$ cat config.mk
export PLATFORM = sky130hd
export DESIGN_NAME = ram_arbiter
export DESIGN_NICKNAME = d
export VERILOG_FILES = /design/src/rtl/ghyston_mem_pkg.sv /design/src/rtl/mem_starve_ctr.sv /design/src/rtl/ram_arbiter.sv
export SDC_FILE = /design/constraint.sdc
export NUM_CORES = 1
export LEC_CHECK = 0
export ABC_AREA = 1
export CAP_MARGIN = 20
export CORE_AREA = 2 2 74 94
export CTS_BUF_LIST = sky130_fd_sc_hd__clkbuf_4 sky130_fd_sc_hd__clkbuf_8
export DETAILED_ROUTE_END_ITERATION = 6
export DIE_AREA = 0 0 76 96
export PLACE_DENSITY = 0.77
export SYNTH_ARGS = -nofsm -noshare
export SYNTH_HDL_FRONTEND = slang
export SYNTH_SLANG_ARGS = --single-unit
$ cat constraint.sdc
create_clock -name clk -period 1.38 [get_ports clk]
set_input_delay 0.276 -clock clk [delete_from_list [all_inputs] [get_ports clk]]
set_output_delay 0.276 -clock clk [all_outputs]
set_load 0.03 [all_outputs]
$ cat src/rtl/ghyston_mem_pkg.sv
// Shared memory-subsystem definitions: default bus widths, starvation limit and port identifiers.
package ghyston_mem_pkg;

    localparam int unsigned ADDR_W       = 13;
    localparam int unsigned DATA_W       = 32;
    localparam int unsigned STARVE_LIMIT = 4;

    typedef enum logic {
        PORT_IF = 1'b0,
        PORT_LS = 1'b1
    } port_e;

    // Bits needed to hold 0..limit inclusive.
    function automatic int unsigned ctr_width(input int unsigned limit);
        return (limit < 1) ? 1 : $clog2(limit + 1);
    endfunction

endpackage

$ cat src/rtl/mem_starve_ctr.sv
// Saturating starvation counter; sat flags that the count has reached LIMIT.
module mem_starve_ctr #(
    parameter int unsigned LIMIT = ghyston_mem_pkg::STARVE_LIMIT
) (
    input  logic clk,
    input  logic reset,
    input  logic inc,
    input  logic clr,
    output logic sat
);
    import ghyston_mem_pkg::*;

    localparam int unsigned   CW  = ctr_width(LIMIT);
    localparam logic [CW-1:0] LIM = CW'(LIMIT);

    logic [CW-1:0] cnt;

    always_ff @(posedge clk) begin
        if (reset || clr) begin
            cnt <= '0;
        end else if (inc && (cnt != LIM)) begin
            cnt <= cnt + 1'b1;
        end
    end

    assign sat = (cnt == LIM);

endmodule

$ cat src/rtl/ram_arbiter.sv
// Two-port single-RAM arbiter: load/store has priority, fetch is forced through after
// STARVE_LIMIT consecutive denials. Read data returns one cycle after the accept.
module ram_arbiter #(
    parameter int unsigned ADDR_W       = ghyston_mem_pkg::ADDR_W,
    parameter int unsigned DATA_W       = ghyston_mem_pkg::DATA_W,
    parameter int unsigned STARVE_LIMIT = ghyston_mem_pkg::STARVE_LIMIT
) (
    input  logic              clk,
    input  logic              reset,
    input  logic              if_req,
    input  logic [ADDR_W-1:0] if_addr,
    output logic              if_ack,
    output logic              if_rvalid,
    output logic [DATA_W-1:0] if_rdata,
    input  logic              ls_req,
    input  logic              ls_rnw,
    input  logic [ADDR_W-1:0] ls_addr,
    input  logic [DATA_W-1:0] ls_wdata,
    output logic              ls_ack,
    output logic              ls_rvalid,
    output logic [DATA_W-1:0] ls_rdata,
    output logic [ADDR_W-1:0] ram_addr,
    output logic [DATA_W-1:0] ram_din,
    output logic              ram_rnw,
    output logic              ram_cs_b,
    input  logic [DATA_W-1:0] ram_dout
);
    import ghyston_mem_pkg::port_e;
    import ghyston_mem_pkg::PORT_IF;
    import ghyston_mem_pkg::PORT_LS;

    logic  starve_sat;
    logic  starve_inc;
    logic  if_rv_q;
    logic  ls_rv_q;
    port_e rd_owner;

    always_comb begin
        if_ack = 1'b0;
        ls_ack = 1'b0;
        if (!reset) begin
            if (ls_req && !(if_req && starve_sat)) begin
                ls_ack = 1'b1;
            end else if (if_req) begin
                if_ack = 1'b1;
            end
        end
    end

    assign starve_inc = if_req && !if_ack;

    mem_starve_ctr #(
        .LIMIT(STARVE_LIMIT)
    ) u_starve (
        .clk  (clk),
        .reset(reset),
        .inc  (starve_inc),
        .clr  (!starve_inc),
        .sat  (starve_sat)
    );

    // With no grant the RAM lines follow the ls_* inputs, so they only move when the requester moves.
    assign ram_cs_b = !(if_ack || ls_ack);
    assign ram_addr = if_ack ? if_addr : ls_addr;
    assign ram_rnw  = if_ack ? 1'b1    : ls_rnw;
    assign ram_din  = ls_wdata;

    always_ff @(posedge clk) begin
        if (reset) begin
            if_rv_q  <= 1'b0;
            ls_rv_q  <= 1'b0;
            rd_owner <= PORT_IF;
        end else begin
            if_rv_q <= if_ack;
            ls_rv_q <= ls_ack && ls_rnw;
            if (if_ack) begin
                rd_owner <= PORT_IF;
            end else if (ls_ack && ls_rnw) begin
                rd_owner <= PORT_LS;
            end
        end
    end

    // A read accepted just before reset would otherwise surface during the reset cycle.
    assign if_rvalid = if_rv_q && !reset;
    assign ls_rvalid = ls_rv_q && !reset;
    assign if_rdata  = (rd_owner == PORT_IF) ? ram_dout : '0;
    assign ls_rdata  = (rd_owner == PORT_LS) ? ram_dout : '0;

endmodule

Word level (Yosys, flattened, before mapping)
Index checks and enable logic that the tools add are counted.
{ "totals": {"out_inout_bits": 115, "input_bits": 95, "word_cells": 31, "reg_bits": 6} }
{ "op_classes": {"n_mux": 9, "n_reduce_logical": 15, "addsub": 1, "n_eq_ne": 2} }
{ "ops": {"columns": ["cell", "n"], "rows": [
  ["32-bit two-way mux", 2],
  ["13-bit two-way mux", 1],
  ["1-bit logical AND", 7],
  ["1-bit two-way mux", 6],
  ["1-bit logical NOT", 5],
  ["3-bit by 1-bit adder with 3-bit output, second input constant", 1],
  ["3-bit equality test, second input constant", 1],
  ["3-bit inequality test, second input constant", 1],
  ["1-bit logical OR", 2],
  ["2-bit OR reduction", 1]
]} }

Logic depth before layout (Yosys ltp)
Gate-level depths: netlist (run 1).
{ "logic_depth": {"word_depth": 10, "ltp_mapped": 8, "mapped_depth_nobuf": 7} }

Modules after synthesis
From an unflattened synthesis (run 1), not the netlist that was laid out.
{ "unflattened": {"hier_cells": 264, "area_unflattened_um2": 1328.8} }
{ "modules_own_cells": {"columns": ["mod", "seq_area_each_um2", "n_inst", "cells_per_inst", "area_each_um2"], "rows": [
  ["ram_arbiter", 60.1, 1, 237, 1153.6],
  ["mem_starve_ctr", 60.1, 1, 27, 175.2]
]} }

Least setup slack after synthesis (run 1)
No wires, ideal clock.
{ "synth_path": {"path_kind": "register to output", "from": "register u_starve.cnt[0]", "to": "output port ram_cs_b", "stages_incl_launch_ff": 7, "required_time_ns": 1.104, "n_path_buf": 0, "setup_slack_ns": -0.391, "arrival_time_ns": 1.495, "cell_sequence": "dfxtp_1 -> inv_1 -> ha_1 -> nand3_1 -> nand2_1 -> nor2_1 -> nor2_1"} }
{ "synth_between": {"elab_chain_cells": 8, "word_cells_on_any_way": 10, "classes_between": "eq/ne: 1; mux: 4; reduce/logical: 5"} }
{ "synth_lines": {"columns": ["element", "line_no", "rtl"], "rows": [
  ["start: declaration", "mem_starve_ctr.sv:16", "logic [CW-1:0] cnt;"],
  ["start signal: assignment", "mem_starve_ctr.sv:22", "cnt <= cnt + 1'b1;"],
  ["3-bit equality test", "mem_starve_ctr.sv:26", "assign sat = (cnt == LIM);"],
  ["1-bit logical AND", "ram_arbiter.sv:42", "if (ls_req && !(if_req && starve_sat)) begin"],
  ["1-bit logical NOT", "ram_arbiter.sv:42", null],
  ["1-bit logical AND", "ram_arbiter.sv:42", null],
  ["1-bit two-way mux", "ram_arbiter.sv:42", null],
  ["1-bit two-way mux", "ram_arbiter.sv:41", "if (!reset) begin"],
  ["named net ls_ack", "ram_arbiter.sv:19", "output logic ls_ack,"],
  ["1-bit logical OR", "ram_arbiter.sv:63", "assign ram_cs_b = !(if_ack || ls_ack);"],
  ["1-bit logical NOT", "ram_arbiter.sv:63", null],
  ["end: declaration", "ram_arbiter.sv:25", "output logic ram_cs_b,"]
]} }
The timed path passes the listed nets, and every way through them passes these cells.

Worst setup path in the final report (run 1)
{ "layout_path": {"from": "register u_starve.cnt[1]", "to": "output port ram_addr[2]"} }
{ "layout_between": {"elab_chain_cells": 7} }
{ "layout_lines": {"columns": ["element", "line_no", "rtl"], "rows": [
  ["3-bit equality test", "mem_starve_ctr.sv:26", null],
  ["1-bit logical AND", "ram_arbiter.sv:42", null],
  ["1-bit logical NOT", "ram_arbiter.sv:42", null],
  ["1-bit logical AND", "ram_arbiter.sv:42", null],
  ["1-bit two-way mux", "ram_arbiter.sv:42", null],
  ["1-bit two-way mux", "ram_arbiter.sv:41", null],
  ["13-bit two-way mux", "ram_arbiter.sv:64", "assign ram_addr = if_ack ? if_addr : ls_addr;"],
  ["end: declaration", "ram_arbiter.sv:22", "output logic [ADDR_W-1:0] ram_addr,"]
]} }
No other way between the ends.

==> flow_summary.yaml, run 1 <==
placed_design:
  numPortBuffers: 145
  place_area_mm2: 0.002663
  place_congestion: 0.7846
  dp_hpwl_mm: 4.307
  dpl_worst_slack_ns: -0.8299
  placed_cells: 458
drt:
  wirelength_mm: 7.134
  remaining_drc_errors: 0
  dr_total_vias: 2044
  detail-route-antenna-nets: 0
  viasPerCell: 4.180
  first_pass_iters: 4
  post_drt_wl_per_cell_um: 14.59
  drtIter0Drc: 25
timing:
  worstMarginPinSlew_ns: 0.2941
  slew_headroom_pct: 80.31
  finalWorstSetupSlack_ns: -0.5536
  setup_violations: 51
  rsz0062_at_grt: "true"
  fin_crit_ns: 1.934
  max_freq_mhz: 517.2
  period_share_pct: 140.1
  fin_skew_ns: 0.001819
  slew_violations: 0
  hold_viol: 0
floorplanning:
  initial_utilization_pct: 19.45
  coreArea_mm2: 0.006400
  std_cell_rows: 33
  ioPinCount: 210
  dieWidth_um: 76
  die_h_um: 96
  die_area_mm2: 0.007296
global_routing:
  grt_first_pass_wirelength_mm: 8.273
  grt_util_met1_pct: 11.38
  grt_most_used_layer: "met2"
  use_met3_pct: 5.816
  gr-total-overflow: 0
  use_met2_pct: 28.65
  grt_max_degree: 28
  grt_util_all_layers_pct: 14.24
  grt_pass1_vias: 1847
  antenna_found_initial: 0
cts:
  cts_buffer_depth: 2
  clk_latency_ns: 0.22
  cts_buffers: 3
  htree_levels: 1
  clock_sinks: 6
  cts_tree: "done"
  clk_pin_slew_worst_paths_ns: 0.04
  cts_root_buf: "clkbuf_8"
worst_setup_path:
  crit_arrival_ns: 1.66
  worst-path-max-fanout: 8
  crit_required_ns: 1.10
  path_class: "flip-flop to output port"
  cp_slowest_cell: "dfxtp_2"
  cpPeakStageDelay_ns: 0.32
  start_kind: "flip-flop"
  crit_chain: "inv_2, ha_4, nand2_4, a21boi_4, buf_12, nand2_8, buf_12, nand2_4, nand2_4, buf_12"
  crit_family: "buffers and inverters"
  path_buf_inv: 4
  cp-end-kind: "output port"
job:
  drv_cap: 0
synth:
  synth_area_per_cell_um2: 4.980
  synth_top_area_cell: "inv_1"
  yosysWarnings: 0
  yosysUniqueCellTypes: 18
  ys_seq_elements: 6
  yosys-top-cells-area: "inv_1 (22%), buf_4 (20%), nand2_1 (19%)"
  syn_inst: 250
  synth_top_area_share_pct: 22.31
  synth_area_mm2: 0.001245
  synth_nets: 347
  synth-seq-area-share_pct: 9.648
final_layout:
  fin_nets: 501
  drive_gt1_share_pct: 62.69
  final_cells: 489
  postLayoutCoreUtil_pct: 59.34
  diodes: 0
  fillCellCount: 516
  finish.instance_area_mm2: 0.003797
  area_growth_pct: 205.0
run_status:
  outcome: "finished with violations"
  violations: "negative setup slack"
power_and_ir_drop:
  peakVddDrop_mv: 0.3744
  totalPowerFinal_mw: 1.737
  power_density_mw_per_mm2: 457.5
  power.leakage_nw: 2.114
hold_path:
  hold_class: "primary input to output port"
[flip-flops by register name (all words and copies together) (netlist names)]
register	count
if_rv_q	1
ls_rv_q	1
rd_owner	1
u_starve.cnt	3
[cells in the final DEF (no fill, tap or decap), types with 3 or more instances in the layout]
| master | n |
|---|---|
| clkdlybuf4s50_1 | 49 |
| dlygate4sd2_1 | 3 |
| nand3_1 | 9 |
| nor2_2 | 9 |
| buf_4 | 30 |
| buf_12 | 8 |
| dfxtp_1 | 3 |
| nor2_4 | 24 |
| clkbuf_8 | 3 |
| inv_1 | 47 |
| inv_2 | 26 |
| nand3_2 | 4 |
| nand2_4 | 27 |
| nand2_1 | 15 |
| nor2_1 | 9 |
| buf_6 | 82 |
| dlymetal6s2s_1 | 10 |
| clkbuf_16 | 5 |
| nand2_2 | 21 |
[where the power goes]
part | switching [mW] | total (mW) | internal, mW
Combinational | 0.652 | 1.29 | 0.636
Sequential | 0.00574 | 0.187 | 0.181
Clock | 0.0753 | 0.263 | 0.187
Total | 0.733 | 1.74 | 1.00
[stage by stage]
stage               hold WS [ns]  setup TNS [ns]
global route              0.5520          -13.00
detailed placement        0.5522          -11.22
CTS                       0.5522          -9.384
global placement          0.5522          -11.04
floorplan                 0.4332         -0.7851
finish                    0.5520          -10.19
[Yosys cell counts, drive strengths merged]
cell,instances
inv,74
nand2,65
nor2,42
buf,41
nand3,14
dfxtp,6
ha,2
a21boi,1
a21oi,1
clkbuf,1
nand4,1
o211ai,1
xor2,1
[layer usage]
| layer | up-vias | wire length [um] |
|---|---|---|
| met5 | - | 0 |
| met4 | 0 | 333 |
| met3 | 27 | 712 |
| met2 | 148 | 3915 |
| met1 | 895 | 2172 |
| li1 | 974 | - |
[layout make-up]
| cell class | count | area, um^2 | area share [%] |
|---|---|---|---|
| timing repair buffer | 191 | 2161 | 56.90 |
| sequential | 6 | 126.4 | 3.328 |
| tap | 87 | 108.9 | 2.867 |
| multi-input combinational | 128 | 1079 | 28.40 |
| clock buffer | 3 | 41.29 | 1.087 |
| inverter | 74 | 281.5 | 7.414 |
[kinds of logic (layout without fill, tap and decap cells)]
| logic type | Yosys count | in the layout | share of synthesized area, % |
|---|---|---|---|
| AOI/OAI and AO/OA | 3 | 3 | 2.513 |
| xor gates and xnor gates | 1 | 1 | 0.7036 |
| adders and majority gates | 2 | 2 | 2.010 |
| buffers and inverters | 116 | 268 | 45.93 |
| DFF | 6 | 6 | 9.649 |
| and+or+nand+nor | 122 | 122 | 39.20 |
[worst paths after layout]
| check | slack [ns] | cells after the start | startpoint | end |
|---|---|---|---|---|
| hold reg to reg | 0.65 | 4 | u_starve.cnt[1] | u_starve.cnt[1] |
| setup reg to reg | -0.36 | 13 | u_starve.cnt[1] | rd_owner |
| setup / recovery | -0.55 | 10 | u_starve.cnt[1] | ram_addr[2] |
| hold / removal | 0.55 | 0 | ls_wdata[10] | ram_din[10] |
[timing repair]
action	CTS	global route
cloned	2	7
gates resized for setup	66	203
hold buffers	0	0
endpoints found under the setup margin	47	63
setup buffers	10	9
pin swaps	9	32
Power figures use the tool's default switching activity.
==> inputs of run 2 (changes only) <==
--- a/config.mk
+++ b/config.mk
@@ -7,11 +7,11 @@
 export LEC_CHECK = 0
 export ABC_AREA = 1
 export CAP_MARGIN = 20
-export CORE_AREA = 2 2 74 94
+export CORE_AREA = 2 2 87 80
 export CTS_BUF_LIST = sky130_fd_sc_hd__clkbuf_4 sky130_fd_sc_hd__clkbuf_8
 export DETAILED_ROUTE_END_ITERATION = 6
-export DIE_AREA = 0 0 76 96
-export PLACE_DENSITY = 0.77
+export DIE_AREA = 0 0 89 82
+export PLACE_DENSITY = 0.78
 export SYNTH_ARGS = -nofsm -noshare
 export SYNTH_HDL_FRONTEND = slang
 export SYNTH_SLANG_ARGS = --single-unit
==> flow_summary.yaml, run 2 (synthesis gave the netlist of run 1 again) <==
placed_design:
  dp_hpwl_mm: 4.148
  numPortBuffers: 145
  place_area_mm2: 0.002584
  place_congestion: 0.7581
timing:
  hold_viol: 0
  worstMarginPinSlew_ns: 0.2629
  rsz0062_at_grt: "true"
  slew_violations: 0
  fin_skew_ns: 0.0009732
  tns_ns: -6.698
  max_freq_mhz: 551.0
  fin_crit_ns: 1.815
  slew_headroom_pct: 82.40
  finalWorstSetupSlack_ns: -0.4349
  setup_violations: 18
  period_share_pct: 131.5
final_layout:
  max_flop_register: "u_starve.cnt"
  final_common_cell: "inv_1"
  diodes: 0
  final_cell_mix: "inv_1 (63), buf_6 (55), clkdlybuf4s50_1 (48)"
  largest_register_ffs: 3
  fin_nets: 478
  postLayoutCoreUtil_pct: 50.31
  drive_gt1_share_pct: 46.70
  finish.instance_area_mm2: 0.003243
  area_growth_pct: 160.5
floorplanning:
  ioPinCount: 210
  std_cell_rows: 28
  die_area_mm2: 0.007298
  die_h_um: 82
  dieWidth_um: 89
  initial_utilization_pct: 19.31
  coreArea_mm2: 0.006446
global_routing:
  grt_max_degree: 55
  gr-total-overflow: 0
  grt_first_pass_wirelength_mm: 7.341
  antenna_found_initial: 0
  grt_pass1_vias: 1635
  grt_util_all_layers_pct: 12.44
worst_setup_path:
  worst-path-max-fanout: 5
  reg2regPathDepth: 8
  crit_arrival_ns: 1.54
  timing.rr.start: "u_starve.cnt[0]"
  rr_endpoint: "u_starve.cnt[2]"
  reg2reg_slack_ns: 0.11
  start_kind: "flip-flop"
  crit_end: "ram_addr[6]"
  path_class: "flip-flop to output port"
  crit_required_ns: 1.10
  crit_path_start: "u_starve.cnt[1]"
  cp-end-kind: "output port"
power_and_ir_drop:
  seqPwrFrac_pct: 12.4
  power.switching_mw: 0.6440
  power_density_mw_per_mm2: 471.2
  pwr-share-comb_pct: 70.6
  swShare_pct: 42.14
  p_int_mw: 0.8842
  peakVddDrop_mv: 0.3298
  pwr-share-clk_pct: 17.0
  power.leakage_nw: 1.871
hold_path:
  hold_depth: 0
  hold_class: "primary input to output port"
drt:
  post_drt_wl_per_cell_um: 12.59
  viasPerCell: 3.930
  wirelength_mm: 5.903
  remaining_drc_errors: 0
  detail-route-antenna-nets: 0
  drtIter0Drc: 28
  dr_total_vias: 1843
  first_pass_iters: 4
cts:
  cts_hold_buf: 0
  cts_buffers: 3
  htree_levels: 1
  cts_buffer_depth: 2
  clk_latency_ns: 0.22
  cts_root_buf: "clkbuf_8"
  cts_tree: "done"
  clock_sinks: 6
  clk_pin_slew_worst_paths_ns: 0.03
run_status:
  violations: "negative setup slack"
  outcome: "finished with violations"
job:
  drv_cap: 0
run 2: changes by cell type in the layout (fill, tap and decap cells not counted), moves of 16 or more:
cell,before,now
nand2_1,15,37
inv_2,26,9
nor2_4,24,2
nor2_1,9,29
buf_6,82,55
inv_1,47,63
nand2_4,27,10
run 2: worst min path at each step:
stage,start,endpoint,slack [ns]
5_1_grt,ls_wdata[19],ram_din[19],0.55
3_3_place_gp,ls_wdata[14],ram_din[14],0.55
3_5_place_dp,ls_wdata[14],ram_din[14],0.55
6_report,ls_wdata[19],ram_din[19],0.55
4_1_cts,ls_wdata[14],ram_din[14],0.55
2_1_floorplan,if_req,rd_owner,0.43
run 2: per-stage QoR:
stage	setup WS (ns)	instances	power, mW	hold WS [ns]
floorplan	-0.08965	250	0.8222	0.4332
global placement	-0.4705	455	1.085	0.5522
detailed placement	-0.5191	455	1.097	0.5522
CTS	-0.4129	463	1.459	0.5522
global route	-0.4975	469	1.608	0.5521
finish	-0.4349	469	1.528	0.5520
run 2: area by class of cell:
class                      instances  area, um^2
inverter                          74       285.3
tap                               90       112.6
fill                             644        3203
clock buffer                       3       41.29
sequential                         6       126.4
timing repair buffer             167        1797
multi-input combinational        129       880.8
run 2: power by group through the flow:
stage	registers [mW]	clock network (mW)	logic [mW]
2_1_floorplan	0.188	0	0.634
3_3_place_gp	0.189	0	0.895
3_5_place_dp	0.190	0	0.907
4_1_cts	0.187	0.269	1.00
5_1_grt	0.191	0.274	1.14
6_report	0.190	0.260	1.08
run 2: metal layers:
layer	track usage, %	share of wire (%)	vias up
met2	24.10	56	81
li1	-	-	921
met5	0	0	-
met4	5.224	3.4	0
met3	2.714	6.3	24
met1	12.74	35	817
run 2: critical path, stage by stage, from the launching register on:
cell and delay [ns]:
dfxtp_2 0.31, inv_2 0.06, ha_4 0.15, nand2_4 0.05, a21boi_4 0.17, buf_12 0.16
buf_12 0.14, nand3_4 0.07, nand2_4 0.06, buf_6 0.13
run 2: timing repair:
action | 4_1_cts | 5_1_grt
pin swaps | 12 | 10
gates cloned | 2 | 4
buffers inserted | 3 | 2
gates resized for setup | 43 | 82
setup endpoints to repair | 22 | 62
==> inputs of run 3 (changes only) <==
--- a/config.mk
+++ b/config.mk
@@ -7,11 +7,11 @@
 export LEC_CHECK = 0
 export ABC_AREA = 1
 export CAP_MARGIN = 20
-export CORE_AREA = 2 2 87 80
+export CORE_AREA = 2 2 81 83
 export CTS_BUF_LIST = sky130_fd_sc_hd__clkbuf_4 sky130_fd_sc_hd__clkbuf_8
 export DETAILED_ROUTE_END_ITERATION = 6
-export DIE_AREA = 0 0 89 82
-export PLACE_DENSITY = 0.78
+export DIE_AREA = 0 0 83 85
+export DONT_BUFFER_PORTS = 1
 export SYNTH_ARGS = -nofsm -noshare
 export SYNTH_HDL_FRONTEND = slang
 export SYNTH_SLANG_ARGS = --single-unit
==> flow_summary.yaml, run 3 (synthesis gave the netlist of run 1 again) <==
run_status:
  outcome: "finished with violations"
  violations: "negative setup slack"
timing:
  slew_headroom_pct: 79.06
  worstMarginPinSlew_ns: 0.3127
  fin_crit_ns: 1.737
  max_freq_mhz: 575.8
  slew_violations: 0
  hold_viol: 0
  rsz0062_at_grt: "true"
  period_share_pct: 125.8
  setup_violations: 44
  holdWs_ns: 0.1854
  fin_skew_ns: 0.001227
  finalWorstSetupSlack_ns: -0.3566
final_layout:
  area_growth_pct: 70.85
  largest_register_ffs: 3
  diodes: 0
  final_cells: 347
  final_common_cell: "inv_1"
  final_cell_mix: "inv_1 (47), nand2_1 (29), buf_4 (25)"
  drive_gt1_share_pct: 57.78
  fin_nets: 369
  max_flop_register: "u_starve.cnt"
  fillCellCount: 651
global_routing:
  grt_first_pass_wirelength_mm: 6.168
  grt_max_degree: 33
  grt_pass1_vias: 1242
  gr-total-overflow: 0
  grt_util_all_layers_pct: 10.89
  antenna_found_initial: 0
power_and_ir_drop:
  power_density_mw_per_mm2: 578.3
  peakVddDrop_mv: 0.5679
  power.leakage_nw: 1.241
floorplanning:
  initial_utilization_pct: 20.06
  coreArea_mm2: 0.006205
  std_cell_rows: 29
  ioPinCount: 210
  die_h_um: 85
  dieWidth_um: 83
  die_area_mm2: 0.007055
placed_design:
  numPortBuffers: 0
  place_congestion: 0.7607
  dpl_worst_slack_ns: -0.1664
  placed_cells: 328
  dp_hpwl_mm: 3.505
cts:
  clock_sinks: 6
  htree_levels: 1
  cts_buffer_depth: 2
  cts_tree: "done"
  cts_buffers: 3
  cts_root_buf: "clkbuf_8"
  clk_latency_ns: 0.22
  clk_pin_slew_worst_paths_ns: 0.04
worst_setup_path:
  worst-path-max-fanout: 3
  crit_chain: "inv_2, ha_4, buf_4, buf_4, nand3_2, nand2_2, nor2_4, buf_6"
  path_class: "flip-flop to output port"
  crit_required_ns: 1.10
  cpPeakStageDelay_ns: 0.32
  crit_arrival_ns: 1.46
  path_buf_inv: 4
  start_kind: "flip-flop"
  cp_slowest_cell: "dfxtp_2"
  crit_family: "buffers and inverters"
  cp-end-kind: "output port"
  cp_common_cell: "buf_4"
hold_path:
  hold_class: "primary input to flip-flop"
drt:
  remaining_drc_errors: 0
  dr_total_vias: 1534
  wirelength_mm: 5.315
  post_drt_wl_per_cell_um: 15.32
  drtIter0Drc: 34
  first_pass_iters: 5
  viasPerCell: 4.421
  detail-route-antenna-nets: 0
job:
  drv_cap: 0
[run 3: cell types whose count changed in the layout (fill, tap and decap cells not counted), moves of 9 or more]
cell             before  now
buf_4                38   25
clkdlybuf4s50_1      48    0
nor2_1               29   18
dlymetal6s2s_1       11    0
buf_6                55   22
inv_1                63   47
inv_4                 0    9
nand3_1               3   12
nor2_4                2   12
[run 3: where the power goes]
| group | switching, mW | total (mW) | internal [mW] |
|---|---|---|---|
| Combinational | 0.487 | 0.773 | 0.286 |
| Clock | 0.0801 | 0.268 | 0.188 |
| Sequential | 0.00807 | 0.189 | 0.181 |
| Total | 0.575 | 1.23 | 0.655 |
[run 3: worst register-to-register path, delay by kind of cell, from the launching register on]
family	cells	cell delay, ns
flops	1	0.32
buf+inv	5	0.55
compound gates	1	0.11
fa+ha+maj	1	0.16
simple gates	4	0.22
[run 3: path summary, 6_finish.rpt]
path	depth (start not counted)	slack [ns]	start	end
worst max register to register	11	-0.06	u_starve.cnt[0]	rd_owner
worst min-delay path	2	0.19	if_req	u_starve.cnt[1]
worst min register to register	4	0.61	u_starve.cnt[0]	u_starve.cnt[0]
worst max-delay path	8	-0.36	u_starve.cnt[0]	ls_ack
[run 3: per-stage QoR]
stage	area (um^2)	setup TNS (ns)	power, mW	utilization, %
floorplan	1380	-0.7851	0.8222	-
global placement	1556	-1.302	0.7907	25.09
detailed placement	1556	-1.810	0.7991	25.09
CTS	1692	-6.163	1.100	27.26
global route	2127	-8.819	1.285	34.28
finish	2127	-6.323	1.230	34.28
[run 3: repair_timing]
| item | CTS | global route |
|---|---|---|
| gates cloned | 2 | 6 |
| endpoints found under the hold margin | 0 | 0 |
| hold buffers | 0 | 0 |
| setup endpoints to repair | 49 | 81 |
| setup buffers | 3 | 5 |
| resized for setup | 15 | 103 |
| pin swaps | 9 | 9 |
[run 3: area by class of cell]
type                    instances  area [um^2]  share of cell area, %
clock buffers                   3        41.29                  1.941
repair buffers                 58        673.1                  31.65
inverters                      74        304.0                  14.29
well taps                      77        96.34                  4.529
flip-flops and latches          6        126.4                  5.941
multi-input cells             129        885.9                  41.65
[run 3: metal layers]
metal | global-route usage, % | routed length, um | share of wire, %
met2 | 19.43 | 2797 | 53
met1 | 10.71 | 1746 | 33
met4 | 6.557 | 233 | 4.4
met5 | 0 | 0 | 0
met3 | 4.183 | 537 | 10
